**src/rtl/stopwatch_pkg.sv**
```systemverilog
// Shared types and defaults for the stopwatch time base and the stages that consume its time bus.
package stopwatch_pkg;

  localparam int TIME_W_DEFAULT = 39;

  typedef enum logic [1:0] {
    IDLE  = 2'd0,
    RUN   = 2'd1,
    PAUSE = 2'd2
  } state_t;

  // Time bus as seen by downstream stages such as the LED blink logic.
  typedef logic [TIME_W_DEFAULT-1:0] time_bus_t;

endpackage

```
**src/rtl/tick_prescaler.sv**
```systemverilog
// Divides clk down to one time-unit tick; the count holds while disabled so a paused
// stopwatch keeps its fractional unit.
module tick_prescaler #(
  parameter int CLK_DIV = 100000
) (
  input  logic clk,
  input  logic reset,
  input  logic enable,
  input  logic clear,
  output logic tick
);

  localparam int CNT_W = (CLK_DIV > 2) ? $clog2(CLK_DIV) : 1;
  localparam logic [CNT_W-1:0] LAST = CNT_W'(CLK_DIV - 1);

  logic [CNT_W-1:0] presc_q;
  logic [CNT_W-1:0] presc_d;

  assign tick = enable && (presc_q == LAST);

  always_comb begin
    presc_d = presc_q;
    if (clear) begin
      presc_d = '0;
    end else if (tick) begin
      presc_d = '0;
    end else if (enable) begin
      presc_d = presc_q + CNT_W'(1);
    end
  end

  always_ff @(posedge clk) begin
    if (reset) begin
      presc_q <= '0;
    end else begin
      presc_q <= presc_d;
    end
  end

endmodule

```
**src/rtl/stopwatch_timebase.sv**
```systemverilog
// Elapsed-time generator: run/pause/clear FSM counting prescaled ticks onto time_out.
// Optional lap hold on time_out is enabled by defining STOPWATCH_LAP_HOLD_EN.
module stopwatch_timebase
  import stopwatch_pkg::*;
#(
  parameter int                CLK_DIV  = 100000,
  parameter int                TIME_W   = TIME_W_DEFAULT,
  parameter logic [TIME_W-1:0] TIME_MAX = {TIME_W{1'b1}}
) (
  input  logic              clk,
  input  logic              reset,
  input  logic              start_stop_pulse,
  input  logic              clear_pulse,
`ifdef STOPWATCH_LAP_HOLD_EN
  input  logic              lap_pulse,
  output logic              lap_active,
`endif
  output logic [TIME_W-1:0] time_out,
  output logic              running,
  output logic              tick_out,
  output logic              wrap_pulse
);

  if (CLK_DIV < 2) begin : g_bad_clk_div
    $error("stopwatch_timebase: CLK_DIV must be at least 2");
  end

  state_t            state_q, state_d;
  logic [TIME_W-1:0] count_q, count_d;
  logic              running_q;
  logic              tickOut_q;
  logic              wrapPulse_q;

  logic              prescEnable;
  logic              prescClear;
  logic              unitTick;
  logic              atMax;

  // Clear beats everything, including a tick landing on the same edge.
  assign prescEnable = (state_q == RUN) && !clear_pulse;
  assign prescClear  = clear_pulse || (state_q == IDLE);
  assign atMax       = (count_q == TIME_MAX);

  tick_prescaler #(
    .CLK_DIV (CLK_DIV)
  ) u_prescaler (
    .clk    (clk),
    .reset  (reset),
    .enable (prescEnable),
    .clear  (prescClear),
    .tick   (unitTick)
  );

  always_comb begin
    state_d = state_q;
    if (clear_pulse) begin
      state_d = IDLE;
    end else if (start_stop_pulse) begin
      unique case (state_q)
        IDLE:    state_d = RUN;
        RUN:     state_d = PAUSE;
        PAUSE:   state_d = RUN;
        default: state_d = IDLE;
      endcase
    end
  end

  always_comb begin
    count_d = count_q;
    if (prescClear) begin
      count_d = '0;
    end else if (unitTick) begin
      count_d = atMax ? '0 : count_q + TIME_W'(1);
    end
  end

  always_ff @(posedge clk) begin
    if (reset) begin
      state_q     <= IDLE;
      count_q     <= '0;
      running_q   <= 1'b0;
      tickOut_q   <= 1'b0;
      wrapPulse_q <= 1'b0;
    end else begin
      state_q     <= state_d;
      count_q     <= count_d;
      running_q   <= (state_d == RUN);
      tickOut_q   <= unitTick;
      wrapPulse_q <= unitTick && atMax;
    end
  end

  assign running    = running_q;
  assign tick_out   = tickOut_q;
  assign wrap_pulse = wrapPulse_q;

`ifdef STOPWATCH_LAP_HOLD_EN
  logic [TIME_W-1:0] lapHold_q, lapHold_d;
  logic              lapActive_q, lapActive_d;
  logic [TIME_W-1:0] timeOut_q, timeOut_d;

  // The hold captures the count as displayed before this edge, so time_out never jumps on a lap.
  always_comb begin
    lapHold_d   = lapHold_q;
    lapActive_d = lapActive_q;
    if (clear_pulse) begin
      lapActive_d = 1'b0;
    end else if (lap_pulse) begin
      if (lapActive_q && (state_q != IDLE)) begin
        lapActive_d = 1'b0;
      end else if (!lapActive_q && (state_q == RUN)) begin
        lapHold_d   = count_q;
        lapActive_d = 1'b1;
      end
    end
    timeOut_d = lapActive_d ? lapHold_d : count_d;
  end

  always_ff @(posedge clk) begin
    if (reset) begin
      lapHold_q   <= '0;
      lapActive_q <= 1'b0;
      timeOut_q   <= '0;
    end else begin
      lapHold_q   <= lapHold_d;
      lapActive_q <= lapActive_d;
      timeOut_q   <= timeOut_d;
    end
  end

  assign time_out   = timeOut_q;
  assign lap_active = lapActive_q;
`else
  assign time_out = count_q;
`endif

endmodule

```
**config.mk**
```make
export PLATFORM = sky130hd
export DESIGN_NAME = stopwatch_timebase
export DESIGN_NICKNAME = d
export VERILOG_FILES = /design/src/rtl/stopwatch_pkg.sv /design/src/rtl/tick_prescaler.sv /design/src/rtl/stopwatch_timebase.sv
export SDC_FILE = /design/constraint.sdc
export NUM_CORES = 1
export LEC_CHECK = 0
export ABC_AREA = 1
export CORE_MARGIN = 1.5
export CORE_UTILIZATION = 50
export CTS_CLUSTER_SIZE = 20
export DETAILED_ROUTE_END_ITERATION = 12
export GPL_TIMING_DRIVEN = 0
export PLACE_DENSITY = 0.74
export SLEW_MARGIN = 20
export SYNTH_ARGS = -nofsm -noshare
export SYNTH_HDL_FRONTEND = slang
export SYNTH_SLANG_ARGS = --single-unit
```
**constraint.sdc**
```tcl
create_clock -name clk -period 1.85 [get_ports clk]
set_input_delay 0.185 -clock clk [delete_from_list [all_inputs] [get_ports clk]]
set_output_delay 0.185 -clock clk [all_outputs]
set_load 0.01 [all_outputs]
```
After elaboration in Yosys (flattened, before gate mapping) --
Cells that the tools add are included.
Word-level totals: output and inout bits 42, flip-flop bits (word level) 61, logic and storage cells 26
Operators by class: equality and inequality tests 5, add/subtract/negate cells 2, reduce and logical (&&, ||, !) cells 9, muxes and demuxes 4
Operators with widths (count):
- $add 39x1->39 const B | 1
- $eq 39x39->1 const B | 1
- $mux 39 | 1
- $add 17x1->17 const B | 1
- $eq 17x17->1 const B | 1
- $eq 2x1->1 const B | 2
- $mux 2 | 2
- $pmux 2 s2 | 1
- $reduce_or 2->1 | 2
- $logic_and 1x1->1 | 3
- $reduce_or 3->1 | 1
- $eq 2x2->1 const B | 1
- $logic_not 2->1 | 1
- $logic_not 1->1 | 1
- $logic_or 1x1->1 | 1

Longest topological paths before layout --
Gate-level depths: netlist of run 1.
depth in word-level cells 6, depth in mapped cells 11, mapped depth without buffers 11

Hierarchy --
Synthesis of run 1 repeated with hierarchy kept, for this count alone.
Second synthesis, totals: cells, all modules 510, area total of the unflattened synthesis 3357.0 um2
Modules (own cells, without submodules):
- stopwatch_timebase | seq. area each 880.8 um2, times used 1, cells an instance 380, area an instance 2448.6 um2
- tick_prescaler | seq. area each 340.3 um2, times used 1, cells an instance 130, area an instance 908.4 um2

Worst setup path before layout of run 1 --
No wires, ideal clock.
path kind register -> register, start reg count_q[0], in the netlist time_out[0], end reg count_q[5], in the netlist time_out[5], arrival 1.636 ns, path buffers 1, required time 1.733 ns, setup slack 0.097 ns, clock period less this slack 1.753 ns, cell stages (with the launch flop) 10, path through dfxtp_1 > ha_1 > nand2_1 > nor2_2 > nand2_2 > nor2_8 > nand4_4 > o21ai_4 > buf_6 > nor2_1
On the way: longest elaborated chain between the ends 2
RTL lines:
- start: declaration | RTL line stopwatch_timebase.sv:29 | logic [TIME_W-1:0] count_q, count_d;
- start signal: assignment | RTL line stopwatch_timebase.sv:86 | count_q <= count_d;
- $add 39x1->39 or $eq 39x39->1 (tied branches) | RTL line stopwatch_timebase.sv:73, stopwatch_timebase.sv:42
- $mux 39 (*) | RTL line stopwatch_timebase.sv:73 | count_d = atMax ? '0 : count_q + TIME_W'(1);
Mark *: on every way between the ends. The rest lies on a longest branch, timed or not. A chain may end at the register's enable or synchronous reset.

Final worst setup path of run 1 --
start reg u_prescaler.presc_q[1], end reg count_q[19], in the netlist time_out[19]
On the way: longest elaborated chain between the ends 2
RTL lines:
- start: declaration | RTL line tick_prescaler.sv:16 | logic [CNT_W-1:0] presc_q;
- start signal: assignment | RTL line tick_prescaler.sv:36 | presc_q <= presc_d;
- $eq 17x17->1 | RTL line tick_prescaler.sv:19 | assign tick = enable && (presc_q == LAST);
- $logic_and 1x1->1 | RTL line tick_prescaler.sv:19
Every way passes these cells.

==> impl_metrics.ini, run 1 <==
[timing]
fmax_mhz = 564
slew_headroom = 0.626
fin_skew_ps = 8.70
fin_ws_ps = 77.5
drv_slew = 0
hold_ws_ps = 466
tightest_slew_ps = 561
post-route-min-period_ps = 1770
hold_violations = 0
finalSetupViolCount = 0
post-route-period-util = 0.958

[layout]
synthToLayoutAreaGrowth_pct = 25.4
final_cell_mix = 153 x nand2_1, 116 x nor2_1, 61 x inv_1
drive_gt1_frac = 0.101
finalInstanceArea_mm2 = 0.00434
nets = 624
diodes = 0
final_common_cell = nand2_1

[clock_network]
path_clk_slew_ps = 70
htree_levels = 3
cts_sinks = 61
cts_buffers = 9
clk_path_buf_depth = 2
clk_latency_ps = 340
cts_tree = done
cts-root-buf = clkbuf_8

[critical_path]
crit_chain = ha_2 > nand3_1 > nor2_4 > nand3_2 > buf_2 > o21bai_1 > nand2_1 > nor2_1
crit_type = reg -> reg
crit_buf_inv = 1
rr_startpoint = u_prescaler.presc_q[1]$_SDFFE_PP0P_
crit_required_ps = 2130
critical_path_arrival_ps = 2050
crit_start = u_prescaler.presc_q[1]$_SDFFE_PP0P_
crit_family = simple AND/OR/NAND/NOR gates
start_kind = flop
crit_path_max_fanout = 10
crit_slowest_cell = dfxtp_1
end_kind = flop
cpPeakStageDelay_ps = 360

[global_routing]
antenna_found_initial = 0
grtUsageTotal = 0.265
overflow = 0
grt_pass1_wl_um = 15600
first_global_vias = 3275
grt_start_max_net_pins = 11

[power]
ir_drop_mv = 0.335
p_per_area_mw_per_mm2 = 559
leakagePower_uw = 0.00151
power.total_uw = 2430

[drt]
via_per_inst = 5.33
detailroute.via_count = 3736
first_pass_iters = 5
drc_errors = 0
postRouteAntennaNets = 0
wl_um = 9640
drtIter0Drc = 229
routedWlPerCell_um = 13.7

[run]
drv_cap = 0

[die]
initial_core_util = 0.512
ioPinCount = 46
die_w_um = 86.2
die_area_mm2 = 0.00743
die_y_um = 86.2
core-area_mm2 = 0.00676
row_count = 30

[place]
place_ws_ps = -298
dpl.hpwl_um = 6680
placed_area_mm2 = 0.00401
io_buffer_count = 45
place_congestion = 0.923

[yosys]
avgSynthCellArea_um2 = 6.31
synth_cell_type_count = 30
seq_area_frac_synth = 0.353
synth_area_mm2 = 0.00346
syn-num-nets = 555
ys_ff_latch = 61
synth_cells = 549
yosys_warnings = 0

[min_path]
hold_path_class = in -> reg
hold_start = reset

[status]
status = completed
[layout make-up]
cell class                 count  area, µm²
multi-input combinational    419       2010
inverter                      61        229
clock inverter                 2       10.0
clock buffer                  12        155
fill                         613       2420
tap                           80        100
timing repair buffer          58        556
sequential                    61       1230
buffer                         8       53.8
[per-layer routing]
metal | vias up | share of wire | GRT usage
met5 | - | 0 | 0
met4 | 0 | 0.022 | 0.114
met3 | 24 | 0.073 | 0.0410
met2 | 152 | 0.44 | 0.412
met1 | 1694 | 0.46 | 0.367
li1 | 1866 | - | -
[where the power goes]
| group | leakage, µW | switching [µW] | internal, µW | total (µW) |
|---|---|---|---|---|
| clock | 0.0000881 | 529 | 541 | 1070 |
| combinational | 0.000930 | 24.9 | 17.6 | 42.5 |
| sequential | 0.000493 | 2.10 | 1310 | 1320 |
| total | 0.00151 | 556 | 1870 | 2430 |
[state kept, by name, indices dropped and copies added (netlist names)]
| signal | count |
|---|---|
| time_out | 39 |
| u_prescaler.presc_q | 17 |
| tick_out | 1 |
| wrap_pulse | 1 |
| state_q | 2 |
| running | 1 |
[synth_stat cells (all sizes together)]
| master | n | area (µm²) |
|---|---|---|
| nand2 | 155 | 587 |
| nor2 | 133 | 556 |
| dfxtp | 61 | 1220 |
| inv | 61 | 229 |
| nand3 | 55 | 293 |
| a21oi | 15 | 75.1 |
| nand4 | 15 | 109 |
| o21bai | 11 | 82.6 |
| xnor2 | 7 | 61.3 |
| buf | 6 | 42.5 |
| nor3 | 6 | 30.0 |
| o21ai | 6 | 41.3 |
| nand3b | 4 | 30.0 |
| xor2 | 4 | 35.0 |
| and2 | 2 | 12.5 |
| clkbuf | 2 | 7.51 |
| ha | 2 | 25.0 |
| nand2b | 1 | 6.26 |
| nor2b | 1 | 6.26 |
| o22ai | 1 | 6.26 |
| or2 | 1 | 6.26 |
[worst reg2reg max path: stages, from the launching register on]
cell	delay, ps
dfxtp_1	360
ha_2	210
nand3_1	140
nor2_4	190
nand3_2	200
buf_2	270
o21bai_1	190
nand2_1	70
nor2_1	100
[metrics by stage]
| stage | std cells | setup TNS (ps) | util |
|---|---|---|---|
| global route | 701 | -1.23 | 0.642 |
| detailed placement | 674 | -8260 | 0.594 |
| finish | 701 | 0 | 0.642 |
| floorplan | 549 | 0 | - |
| global placement | 674 | -6820 | 0.594 |
| CTS | 697 | 0 | 0.632 |
[repair_timing]
action                                  in CTS  in global routing
cloned                                       1                  0
endpoints found under the setup margin      27                 47
resized for setup                            9                 13
hold buffers                                 0                  0
setup buffers                                8                  4
pin swaps                                    4                  6
[final timing paths]
check | to | slack (ps) | cells after the start
min reg2reg | u_prescaler.presc_q[7]$_SDFFE_PP0P_ | 480 | 2
max | time_out[19]$_SDFFE_PP0P_ | 80 | 8
max reg2reg | time_out[19]$_SDFFE_PP0P_ | 80 | 8
min | tick_out$_SDFF_PP0_ | 470 | 2
[cell families (layout without fill, tap and decap cells)]
family / Yosys count / after routing / share of synthesized area
adders and majority gates: 2 / 2 / 0.00723
DFF: 61 / 61 / 0.353
xor gates and xnor gates: 11 / 11 / 0.0278
and+or+nand+nor: 373 / 373 / 0.472
buffers and inverters: 69 / 141 / 0.0806
AOI/OAI and AO/OA: 33 / 33 / 0.0593
Power figures use the tool's default switching activity.
==> run 2, diff against run 1 <==
- CAP_MARGIN: unset -> 20
==> results of run 2 <==
No change in the layout: final DEF, timing and power equal those of run 1.
